File: src/rtl/pipeline_hazard_ctrl_if.sv
// Hazard-control bus between the pipeline datapath (master) and the hazard controller (slave).
// Carries ID/EX hazard inputs, the branch event, stage enables/flushes and perf counters.
interface pipeline_hazard_ctrl_if #(
  parameter int unsigned CNT_W = 32
);
  logic [4:0]       id_rs1;
  logic [4:0]       id_rs2;
  logic             id_uses_rs2;
  logic             idex_MemRead;
  logic [4:0]       idex_rd;
  logic             branch_taken;
  logic             PC_write;
  logic             IF_ID_write;
  logic             IF_ID_Flush;
  logic             ID_EX_Flush;
  logic [CNT_W-1:0] stall_cycles;
  logic [CNT_W-1:0] flush_events;

  modport master (
    output id_rs1, id_rs2, id_uses_rs2, idex_MemRead, idex_rd, branch_taken,
    input  PC_write, IF_ID_write, IF_ID_Flush, ID_EX_Flush, stall_cycles, flush_events
  );

  modport slave (
    input  id_rs1, id_rs2, id_uses_rs2, idex_MemRead, idex_rd, branch_taken,
    output PC_write, IF_ID_write, IF_ID_Flush, ID_EX_Flush, stall_cycles, flush_events
  );
endinterface

File: src/rtl/pipeline_hazard_ctrl.sv
// Load-use stall and taken-branch flush controller for a 5-stage pipeline.
// Control outputs are combinational in state and inputs; perf counters saturate.
module pipeline_hazard_ctrl #(
  parameter int unsigned FLUSH_CYCLES = 2,
  parameter int unsigned CNT_W        = 32
) (
  input  logic                 clk,
  input  logic                 reset,
  pipeline_hazard_ctrl_if.slave bus
);
  localparam int unsigned FC_W = 3;
  localparam logic [FC_W-1:0] FC_RELOAD = FC_W'(FLUSH_CYCLES - 1);

  typedef enum logic {RUN = 1'b0, FLUSH = 1'b1} state_t;

  state_t          r_state, w_state_nxt;
  logic [FC_W-1:0] r_fcnt, w_fcnt_nxt;
  logic [CNT_W-1:0] r_stall_cycles, r_flush_events;
  logic            w_hz;
  logic            w_stall;

  assign w_hz = bus.idex_MemRead && (bus.idex_rd != 5'd0) &&
                ((bus.idex_rd == bus.id_rs1) ||
                 (bus.id_uses_rs2 && (bus.idex_rd == bus.id_rs2)));

  // A stall is only ever taken in RUN with no branch competing for priority.
  assign w_stall = (r_state == RUN) && !bus.branch_taken && w_hz;

  always_ff @(posedge clk) begin
    if (reset) begin
      r_state <= RUN;
      r_fcnt  <= '0;
    end else begin
      r_state <= w_state_nxt;
      r_fcnt  <= w_fcnt_nxt;
    end
  end

  always_comb begin
    w_state_nxt = r_state;
    w_fcnt_nxt  = r_fcnt;
    case (r_state)
      RUN: begin
        if (bus.branch_taken && (FLUSH_CYCLES > 1)) begin
          w_state_nxt = FLUSH;
          w_fcnt_nxt  = FC_RELOAD;
        end
      end
      FLUSH: begin
        if (bus.branch_taken) begin
          if (FLUSH_CYCLES > 1) begin
            w_fcnt_nxt = FC_RELOAD;
          end else begin
            w_state_nxt = RUN;
            w_fcnt_nxt  = '0;
          end
        end else begin
          w_fcnt_nxt = r_fcnt - FC_W'(1);
          if (r_fcnt == FC_W'(1)) begin
            w_state_nxt = RUN;
          end
        end
      end
      default: begin
        w_state_nxt = RUN;
        w_fcnt_nxt  = '0;
      end
    endcase
  end

  always_comb begin
    bus.PC_write    = 1'b1;
    bus.IF_ID_write = 1'b1;
    bus.IF_ID_Flush = 1'b0;
    bus.ID_EX_Flush = 1'b0;
    if (reset) begin
      bus.PC_write    = 1'b0;
      bus.IF_ID_write = 1'b0;
      bus.IF_ID_Flush = 1'b1;
      bus.ID_EX_Flush = 1'b1;
    end else if ((r_state == FLUSH) || bus.branch_taken) begin
      bus.IF_ID_Flush = 1'b1;
      bus.ID_EX_Flush = 1'b1;
    end else if (w_hz) begin
      bus.PC_write    = 1'b0;
      bus.IF_ID_write = 1'b0;
      bus.ID_EX_Flush = 1'b1;
    end
  end

  // Saturating performance counters.
  always_ff @(posedge clk) begin
    if (reset) begin
      r_stall_cycles <= '0;
      r_flush_events <= '0;
    end else begin
      if (w_stall && (r_stall_cycles != '1)) begin
        r_stall_cycles <= r_stall_cycles + CNT_W'(1);
      end
      if (bus.branch_taken && (r_flush_events != '1)) begin
        r_flush_events <= r_flush_events + CNT_W'(1);
      end
    end
  end

  assign bus.stall_cycles = r_stall_cycles;
  assign bus.flush_events = r_flush_events;
endmodule

File: src/flat_wrapper.sv
// flat-port wrapper written by rule: the top's interface ports become plain ports
module pipeline_hazard_ctrl_flat 
#(
  parameter int unsigned FLUSH_CYCLES = 2,
  parameter int unsigned CNT_W        = 32
)
  (clk, reset, bus_id_rs1, bus_id_rs2, bus_id_uses_rs2, bus_idex_MemRead, bus_idex_rd, bus_branch_taken, bus_PC_write, bus_IF_ID_write, bus_IF_ID_Flush, bus_ID_EX_Flush, bus_stall_cycles, bus_flush_events);
  pipeline_hazard_ctrl_if #(.CNT_W(CNT_W)) bus_i ();
  input  logic clk;
  input  logic reset;
  input wire logic [$bits(bus_i.id_rs1)-1:0] bus_id_rs1;
  input wire logic [$bits(bus_i.id_rs2)-1:0] bus_id_rs2;
  input wire logic [$bits(bus_i.id_uses_rs2)-1:0] bus_id_uses_rs2;
  input wire logic [$bits(bus_i.idex_MemRead)-1:0] bus_idex_MemRead;
  input wire logic [$bits(bus_i.idex_rd)-1:0] bus_idex_rd;
  input wire logic [$bits(bus_i.branch_taken)-1:0] bus_branch_taken;
  output wire logic [$bits(bus_i.PC_write)-1:0] bus_PC_write;
  output wire logic [$bits(bus_i.IF_ID_write)-1:0] bus_IF_ID_write;
  output wire logic [$bits(bus_i.IF_ID_Flush)-1:0] bus_IF_ID_Flush;
  output wire logic [$bits(bus_i.ID_EX_Flush)-1:0] bus_ID_EX_Flush;
  output wire logic [$bits(bus_i.stall_cycles)-1:0] bus_stall_cycles;
  output wire logic [$bits(bus_i.flush_events)-1:0] bus_flush_events;
  assign bus_i.id_rs1 = bus_id_rs1;
  assign bus_i.id_rs2 = bus_id_rs2;
  assign bus_i.id_uses_rs2 = bus_id_uses_rs2;
  assign bus_i.idex_MemRead = bus_idex_MemRead;
  assign bus_i.idex_rd = bus_idex_rd;
  assign bus_i.branch_taken = bus_branch_taken;
  assign bus_PC_write = bus_i.PC_write;
  assign bus_IF_ID_write = bus_i.IF_ID_write;
  assign bus_IF_ID_Flush = bus_i.IF_ID_Flush;
  assign bus_ID_EX_Flush = bus_i.ID_EX_Flush;
  assign bus_stall_cycles = bus_i.stall_cycles;
  assign bus_flush_events = bus_i.flush_events;
  pipeline_hazard_ctrl #(.FLUSH_CYCLES(FLUSH_CYCLES), .CNT_W(CNT_W)) u_core (.clk(clk), .reset(reset), .bus(bus_i));
endmodule
File: config.mk
export PLATFORM = sky130hd
export DESIGN_NAME = pipeline_hazard_ctrl_flat
export DESIGN_NICKNAME = d
export VERILOG_FILES = /design/src/rtl/pipeline_hazard_ctrl_if.sv /design/src/rtl/pipeline_hazard_ctrl.sv /design/src/flat_wrapper.sv
export SDC_FILE = /design/constraint.sdc
export NUM_CORES = 1
export LEC_CHECK = 0
export ABC_AREA = 1
export CAP_MARGIN = 5
export CORE_MARGIN = 2
export CORE_UTILIZATION = 45
export CTS_BUF_LIST = sky130_fd_sc_hd__clkbuf_8
export DETAILED_ROUTE_END_ITERATION = 7
export PLACE_DENSITY = 0.75
export SLEW_MARGIN = 20
export SYNTH_ARGS = -nofsm -noshare
export SYNTH_HDL_FRONTEND = slang
export SYNTH_SLANG_ARGS = --single-unit
File: constraint.sdc
create_clock -name clk -period 4.7 [get_ports clk]
set_input_delay 0.94 -clock clk [delete_from_list [all_inputs] [get_ports clk]]
set_output_delay 0.94 -clock clk [all_outputs]
set_load 0.01 [all_outputs]
**Yosys cells after proc, flatten, opt, wreduce, memory -nomap -nowiden**

Index checks and enable logic that the tools add are counted.
Widths: inputs -> output; s select.

- Input bits: 20
- Output and inout bits: 68
- Register bits after elaboration: 68

- Reductions and logical operators: 11
- Add/sub/neg operators: 3
- Bitwise operators: 1
- Equality and inequality tests: 6
- Mux-type cells: 15

Operators with widths:

| operator | number |
|---|---|
| $add 32x1->32 const B | 2 |
| $ne 32x32->1 const B | 2 |
| $mux 1 | 11 |
| $eq 5x5->1 | 2 |
| $logic_and 1x1->1 | 7 |
| $mux 3 | 2 |
| $pmux 3 s2 | 1 |
| $reduce_bool 5->1 | 1 |
| $eq 3x1->1 const B | 1 |
| $sub 3x1->3 const B | 1 |
| $logic_or 1x1->1 | 2 |
| $ne 2x2->1 const B | 1 |
| $pmux 1 s2 | 1 |
| $logic_not 1->1 | 1 |
| $not 1->1 | 1 |

**Logic depth before layout (Yosys ltp)**

Gate-level depths: netlist (run 1).

- Depth in word-level cells: 7
- Gate-level depth with buffers: 12

**Worst setup path after synthesis (run 1)**

No wires, ideal clock.

- Kind: input to output
- Start: in bus_idex_rd[3]
- End: out bus_PC_write
- Arrival: 1.921 ns
- Cell stages on the path: 10
- Path buffers: 2
- Slack: 1.839 ns
- Cell sequence: inv_1 > nor2_1 > nor2_1 > nand3_1 > nand2_1 > nand3_2 > buf_2 > nand2_1 > inv_1 > buf_4

- Word-level cells in the longest chain between the ends: 7
- Elaborated cells between the ends (all ways): 10

RTL lines:

| element | RTL line | text |
|---|---|---|
| start: declaration | flat_wrapper.sv:15 | `input wire logic [$bits(bus_i.idex_rd)-1:0] bus_idex_rd;` |
| $eq 5x5->1 | pipeline_hazard_ctrl.sv:24 | `(bus.id_uses_rs2 && (bus.idex_rd == bus.id_rs2)));` |
| $logic_and 1x1->1 | pipeline_hazard_ctrl.sv:24 |  |
| $logic_or 1x1->1 | pipeline_hazard_ctrl.sv:23 | `((bus.idex_rd == bus.id_rs1) \|\|` |
| $logic_and 1x1->1 * | pipeline_hazard_ctrl.sv:22 | `assign w_hz = bus.idex_MemRead && (bus.idex_rd != 5'd0) &&` |
| $mux 1 * (3 in series) | -- |  |
| end: declaration | flat_wrapper.sv:17 | `output wire logic [$bits(bus_i.PC_write)-1:0] bus_PC_write;` |

Every way passes the cells marked *; elsewhere a longest branch is shown, timed or not.

**Final worst setup path (run 1)**

- Start: in bus_idex_rd[4]
- End: out bus_ID_EX_Flush

- Word-level cells in the longest chain between the ends: 7
- Elaborated cells between the ends (all ways): 10

RTL lines:

| element | RTL line | text |
|---|---|---|
| $eq 5x5->1 | pipeline_hazard_ctrl.sv:24 |  |
| $logic_and 1x1->1 | pipeline_hazard_ctrl.sv:24 |  |
| $logic_or 1x1->1 | pipeline_hazard_ctrl.sv:23 |  |
| $logic_and 1x1->1 * | pipeline_hazard_ctrl.sv:22 |  |
| $mux 1 * | pipeline_hazard_ctrl.sv:84 | `end else if (w_hz) begin` |
| $mux 1 * | pipeline_hazard_ctrl.sv:81 | `end else if ((r_state == FLUSH) \|\| bus.branch_taken) begin` |
| $mux 1 * | pipeline_hazard_ctrl.sv:76 | `if (reset) begin` |
| end: declaration | flat_wrapper.sv:20 | `output wire logic [$bits(bus_i.ID_EX_Flush)-1:0] bus_ID_EX_Flush;` |

Marks and branches as above.

==> impl_metrics.toml, run 1 <==
[clock_tree]
worstSkewPairLatency_ns = 0.35
ctsResizeCount = 0
cts_max_level = 3
cts_made_buffers = 9
holdBufCountCts = 0
clockBufferDepth = 2
cts_tree = "built"
postCtsSetupBuffers = 0
path_clk_slew_ns = 0.07
clock_sinks = 68
cts_root_buf = "clkbuf_8"

[timing]
finalSetupTns_ns = 0
rsz0062_at_grt = "no"
min_period_over_period_pct = 76.6
hold_viol_final = 0
fmax_mhz = 278
slew_headroom_pct = 62.6
slew_violations = 0
setup_violations = 0
fin_skew_ns = 0.0192
fin_crit_ns = 3.60
worstMarginPinSlew_ns = 0.560
worst_hold_slack_ns = 0.496

[synth]
synth_mux_area_share_pct = 0
synth_nets = 760
synth_seq_cells = 68
synth-compound-area-share_pct = 5.59
synth_adder_area_share_pct = 1.17
synth-async-reset-ratio_pct = 0
synth_edf_count = 0
netlist_instances = 736
synth_top_family_by_area = "simple AND/OR/NAND/NOR gates"
yosysSeqAreaShare_pct = 31.7
synthXorXnorAreaFrac_pct = 2.65
synth_cell_types = 32
syn_area_um2 = 4300
synth_simple_gate_area_share_pct = 50.6
synth_area_per_cell_um2 = 5.84
yosys_warnings = 0
ys.flop_type = "dfxtp_1"

[floorplanning]
start_util_pct = 46.5
dieArea_um2 = 10300
fp.coreArea_um2 = 9240
die_h_um = 102
die_x_um = 102
num_rows = 35
boundaryPins = 88

[route]
routed_wl_mm = 11.4
final_antenna_net_count = 0
via_count = 4716
drtPass1Iterations = 5
post_drt_wl_per_cell_um = 11.9
initialDrtViolationCount = 213
drc_errors = 0
viasPerCell = 4.94

[critical_path]
ff2ff_path_depth = 10
cp-end-kind = "primary output"
cp-start-kind = "input pin"
worst-setup-path-type = "input pin to primary output"
worstSetupStartpoint = "bus_idex_rd[4]"
path_max_fanout = 3
timing.rr.end = "u_core.bus.flush_events[21]"
rrSetupSlack_ns = 2.12
critPathArrivalTime_ns = 2.66
r2r-start = "u_core.bus.flush_events[0]"
cp_data_required_time_ns = 3.76
cp-endpoint = "bus_ID_EX_Flush"

[finish]
finish.utilization_pct = 59.5
antenna_cells = 0
final_nets = 845
area_growth_pct = 28.1
design_area_um2 = 5500
drive_gt1_share_pct = 6.17
fillers = 909

[placement]
gp_congestion = 0.961
io_buffers = 87
hpwl_mm = 8.67
placed_area_um2 = 5250

[pwr]
switching_power_uw = 291
p_int_uw = 985
pwr-share-seq_pct = 45.8
clkPwrFrac_pct = 47.2
comb_power_share_pct = 7.0
power.leakage_uw = 0.00198
power.density_nw_per_um2 = 232
swShare_pct = 22.8
irDropWorstVdd_v = 0.000124

[global_route]
grt_overflow = 0
antenna_found_initial = 0
grt_pass1_wl_mm = 19.1
grt_pass1_vias = 4225
gr-usage-all-layers_pct = 22.8
grt_max_degree = 34

[status]
status = "completed"

[run]
max-cap-violations = 0

[hold_path]
hold_path_class = "register to register"
[cell usage in the layout (no fill, tap or decap)]
master           count
nand2_1            268
nor2_1             161
clkdlybuf4s50_1     87
dfxtp_1             68
inv_1               58
nand3_1             32
a21oi_1             28
nor3_1              25
xor2_1              11
o21ai_0             10
nand4_1             10
clkbuf_8            10
inv_2                8
nand2_2              7
a21oi_2              5
nand3b_1             4
ha_1                 4
buf_4                4
nand3_2              3
nor2_2               3
bufinv_16            3
xnor2_1              2
nor3_2               2
nor3b_1              2
clkinv_1             1
nor3_4               1
nor2_4               1
nand2_4              1
and3_1               1
nor4_1               1
and2_1               1
a31oi_1              1
clkinvlp_4           1
clkinv_4             1
clkinv_2             1
[final cells by class]
type | count | area, µm² | share of cell area [%]
repair buffers | 91 | 901 | 16.4
clock inverters | 6 | 111 | 2.02
multi-input cells | 584 | 2580 | 46.9
inverters | 67 | 251 | 4.57
well taps | 129 | 161 | 2.93
flip-flops and latches | 68 | 1360 | 24.7
clock buffers | 10 | 138 | 2.50
[how the worst min path moves through the flow]
stage,start,depth (start not counted),slack [ns],to
3_3_place_gp,u_core.r_fcnt[0],1,0.47,u_core.r_fcnt[0]
2_1_floorplan,u_core.r_fcnt[0],1,0.45,u_core.r_fcnt[0]
4_1_cts,u_core.r_fcnt[0],1,0.49,u_core.r_fcnt[0]
5_1_grt,u_core.r_fcnt[0],1,0.51,u_core.r_fcnt[0]
3_5_place_dp,u_core.r_fcnt[0],1,0.47,u_core.r_fcnt[0]
6_report,u_core.r_fcnt[0],1,0.50,u_core.r_fcnt[0]
[power by group through the flow]
stage	combinational, µW	clock (µW)	sequential [µW]
after floorplan	52.8	0	598
after global placement	86.5	0	598
after detailed placement	89.3	0	599
after CTS	89.4	610	585
after global routing	99.6	636	586
final	89.0	602	585
[cells by family (layout without fill, tap and decap cells)]
group,Yosys count,after routing
simple gates,523,523
buf+inv,84,174
fa+ha+maj,4,4
compound gates,44,44
xor+xnor,13,13
flops,68,68
[metrics by stage]
step,setup slack (ns),total power (µW),cells
2_1_floorplan,1.84,651,736
3_3_place_gp,1.14,685,939
3_5_place_dp,1.11,688,939
4_1_cts,1.10,1280,955
5_1_grt,0.942,1320,955
6_report,1.10,1280,955
[state kept, by name, indices dropped and copies added (netlist names)]
signal / flops
u_core.bus.flush_events: 32
u_core.bus.stall_cycles: 32
u_core.r_fcnt: 3
u_core.r_state: 1
[synthesized netlist by cell type (2+ instances only)]
cell | number | area share, %
nand2_1 | 268 | 23
nor2_1 | 161 | 14
dfxtp_1 | 68 | 32
inv_1 | 58 | 5.1
nand3_1 | 32 | 3.7
a21oi_1 | 28 | 3.3
nor3_1 | 25 | 2.9
xor2_1 | 11 | 2.2
nand4_1 | 10 | 1.5
o21ai_0 | 10 | 1.2
inv_2 | 8 | 0.70
clkbuf_1 | 7 | 0.61
nand2_2 | 7 | 1.0
a21oi_2 | 5 | 1.0
buf_4 | 4 | 0.70
ha_1 | 4 | 1.2
nand3b_1 | 4 | 0.70
buf_2 | 3 | 0.35
buf_6 | 3 | 0.79
nand3_2 | 3 | 0.70
nor2_2 | 3 | 0.44
nor3_2 | 2 | 0.47
nor3b_1 | 2 | 0.35
xnor2_1 | 2 | 0.41
[layer usage]
layer | GRT usage (%) | part of all wire, % | vias to the layer above
li1 | - | - | 2461
met1 | 32.1 | 48 | 2104
met2 | 36.2 | 45 | 141
met3 | 3.17 | 5.6 | 10
met4 | 7.28 | 1.1 | 0
met5 | 0 | 0 | -
[worst max-delay path, cell delays in order]
cell and delay, ns:
clkdlybuf4s50_1 0.49, inv_1 0.08, nand2_1 0.06, nand2_1 0.05, nor2_1 0.11, nand3_1 0.09
nand2_1 0.12, nand2_1 0.09, nand3_1 0.08, clkdlybuf4s50_1 0.55
Note: power is estimated with default switching activity, not from simulation.
==> inputs of run 2 (changes only) <==
==> constraint.sdc (replaced) <==
create_clock -name clk -period 3.75 [get_ports clk]
set_input_delay 0.75 -clock clk [delete_from_list [all_inputs] [get_ports clk]]
set_output_delay 0.75 -clock clk [all_outputs]
set_load 0.01 [all_outputs]
==> run 2 against run 1 <==
Power increased by 21%. Flip-flop and latch count unchanged. Global-route usage increased by 0.35 points. Largest cell class unchanged. Register-to-register slack got worse by 0.90 ns. First-iteration DRC count increased by 9.9%. Critical path type unchanged. Highest routed layer unchanged.
==> impl_metrics.toml, run 2 (synthesis gave the netlist of run 1 again) <==
[floorplanning]
num_rows = 35
die_x_um = 102
dieArea_um2 = 10300
boundaryPins = 88
die_h_um = 102
start_util_pct = 46.5
fp.coreArea_um2 = 9240

[global_route]
use_met1_pct = 31.2
grt_pass1_wl_mm = 19.4
grt_pass1_vias = 4268
gr-usage-all-layers_pct = 23.2
met2_usage_pct = 37.2
antenna_found_initial = 0
busiest_layer = "met2"
grt_overflow = 0
use_met3_pct = 4.55
grt_max_degree = 34

[clock_tree]
postCtsSetupBuffers = 0
holdBufCountCts = 0
ctsResizeCount = 0
cts_made_buffers = 9
worstSkewPairLatency_ns = 0.35
path_clk_slew_ns = 0.07
clock_sinks = 68
cts_tree = "built"
clockBufferDepth = 2
cts_max_level = 3
cts_root_buf = "clkbuf_8"

[pwr]
comb_power_share_pct = 7.3
clkPwrFrac_pct = 45.3
irDropWorstVdd_v = 0.000139
power.leakage_uw = 0.00196
pwr-share-seq_pct = 47.5
power.density_nw_per_um2 = 283
switching_power_uw = 378
p_int_uw = 1170
swShare_pct = 24.5

[critical_path]
cpMostUsedCell = "nand2_1"
crit_path_max_incr_delay_ns = 0.48
critPathArrivalTime_ns = 2.48
path_max_fanout = 4
worstSetupStartpoint = "bus_idex_rd[3]"
cp_slowest_cell = "clkdlybuf4s50_1"
r2r-start = "u_core.bus.flush_events[0]"
crit_chain = "clkdlybuf4s50_1 -> inv_1 -> nand2_1 -> nand2_1 -> nor2_1 -> nand3_1 -> nand2_1 -> nand3_2 -> nand2_1 -> inv_1 -> clkdlybuf4s50_1"
cp-end-kind = "primary output"
cp_data_required_time_ns = 3.00
worst-setup-path-type = "input pin to primary output"
cp-start-kind = "input pin"

[finish]
antenna_cells = 0
final_nets = 844
fillers = 900
multi_input_area_um2 = 2580
area_growth_pct = 27.3
final_cell_mix = "268 x nand2_1, 161 x nor2_1, 87 x clkdlybuf4s50_1, 68 x dfxtp_1, 58 x inv_1"
drive_gt1_share_pct = 6.06
regArea_um2 = 1360
final_common_cell = "nand2_1"

[route]
initialDrtViolationCount = 234
drc_errors = 0
routed_wl_mm = 11.6
final_antenna_net_count = 0
post_drt_wl_per_cell_um = 12.2
viasPerCell = 4.93
drtPass1Iterations = 5
via_count = 4706

[timing]
worstMarginPinSlew_ns = 0.544
slew_violations = 0
setup_violations = 0
fin_crit_ns = 3.23
worst_hold_slack_ns = 0.500
rsz0062_at_grt = "no"
hold_viol_final = 0
fin_skew_ns = 0.0155
fmax_mhz = 309
min_period_over_period_pct = 86.2
finalSetupTns_ns = 0
slew_headroom_pct = 63.7

[status]
status = "completed"

[placement]
io_buffers = 87
gp_congestion = 0.985
hpwl_mm = 8.73

[hold_path]
hold_start = "u_core.r_fcnt[0]"
hold_path_class = "register to register"

[run]
max-cap-violations = 0
==> run 2: power groups by stage <==
stage / combinational, µW / clock [µW] / sequential [µW]
floorplan: 66.2 / 0 / 750
global placement: 107 / 0 / 750
detailed placement: 112 / 0 / 750
CTS: 113 / 714 / 733
global route: 126 / 739 / 735
finish: 112 / 700 / 734
==> run 2: path summary, 6_finish.rpt <==
kind,depth (start not counted),slack [ns],end
worst max-delay path,11,0.52,bus_IF_ID_write
worst min-delay path,1,0.50,u_core.r_fcnt[0]
worst max register to register,10,1.22,u_core.bus.flush_events[5]
worst min register to register,1,0.50,u_core.r_fcnt[0]
==> run 2: area by class of cell <==
type / instances / share of cell area [%]
Inverter: 67 / 4.60
Timing Repair Buffer: 90 / 16.3
Clock buffer: 10 / 2.52
Tap cell: 129 / 2.95
Sequential cell: 68 / 24.9
Clock inverter: 6 / 1.58
Multi-Input combinational cell: 584 / 47.1
==> run 2: routing by layer <==
layer  part of all wire [%]  vias up
met5                      0        -
met4                    1.3        0
met3                    6.4       14
met2                     45      132
met1                     48     2104
li1                       -     2456
==> run 2: critical path, delay by kind of cell <==
kind	cells	cell delay [ns]
AND/OR/NAND/NOR	7	0.62
buffers and inverters	4	1.10
==> run 2: stage by stage <==
| step | std cells | worst slack [ns] | utilization, % | total power, µW | instance area (µm²) |
|---|---|---|---|---|---|
| after global placement | 938 | 0.585 | 56.8 | 857 | 5250 |
| after detailed placement | 938 | 0.530 | 56.8 | 862 | 5250 |
| after global routing | 954 | 0.352 | 59.2 | 1600 | 5470 |
| after CTS | 954 | 0.521 | 59.2 | 1560 | 5470 |
| after floorplan | 736 | 1.27 | - | 816 | 4300 |
| final | 954 | 0.517 | 59.2 | 1550 | 5470 |
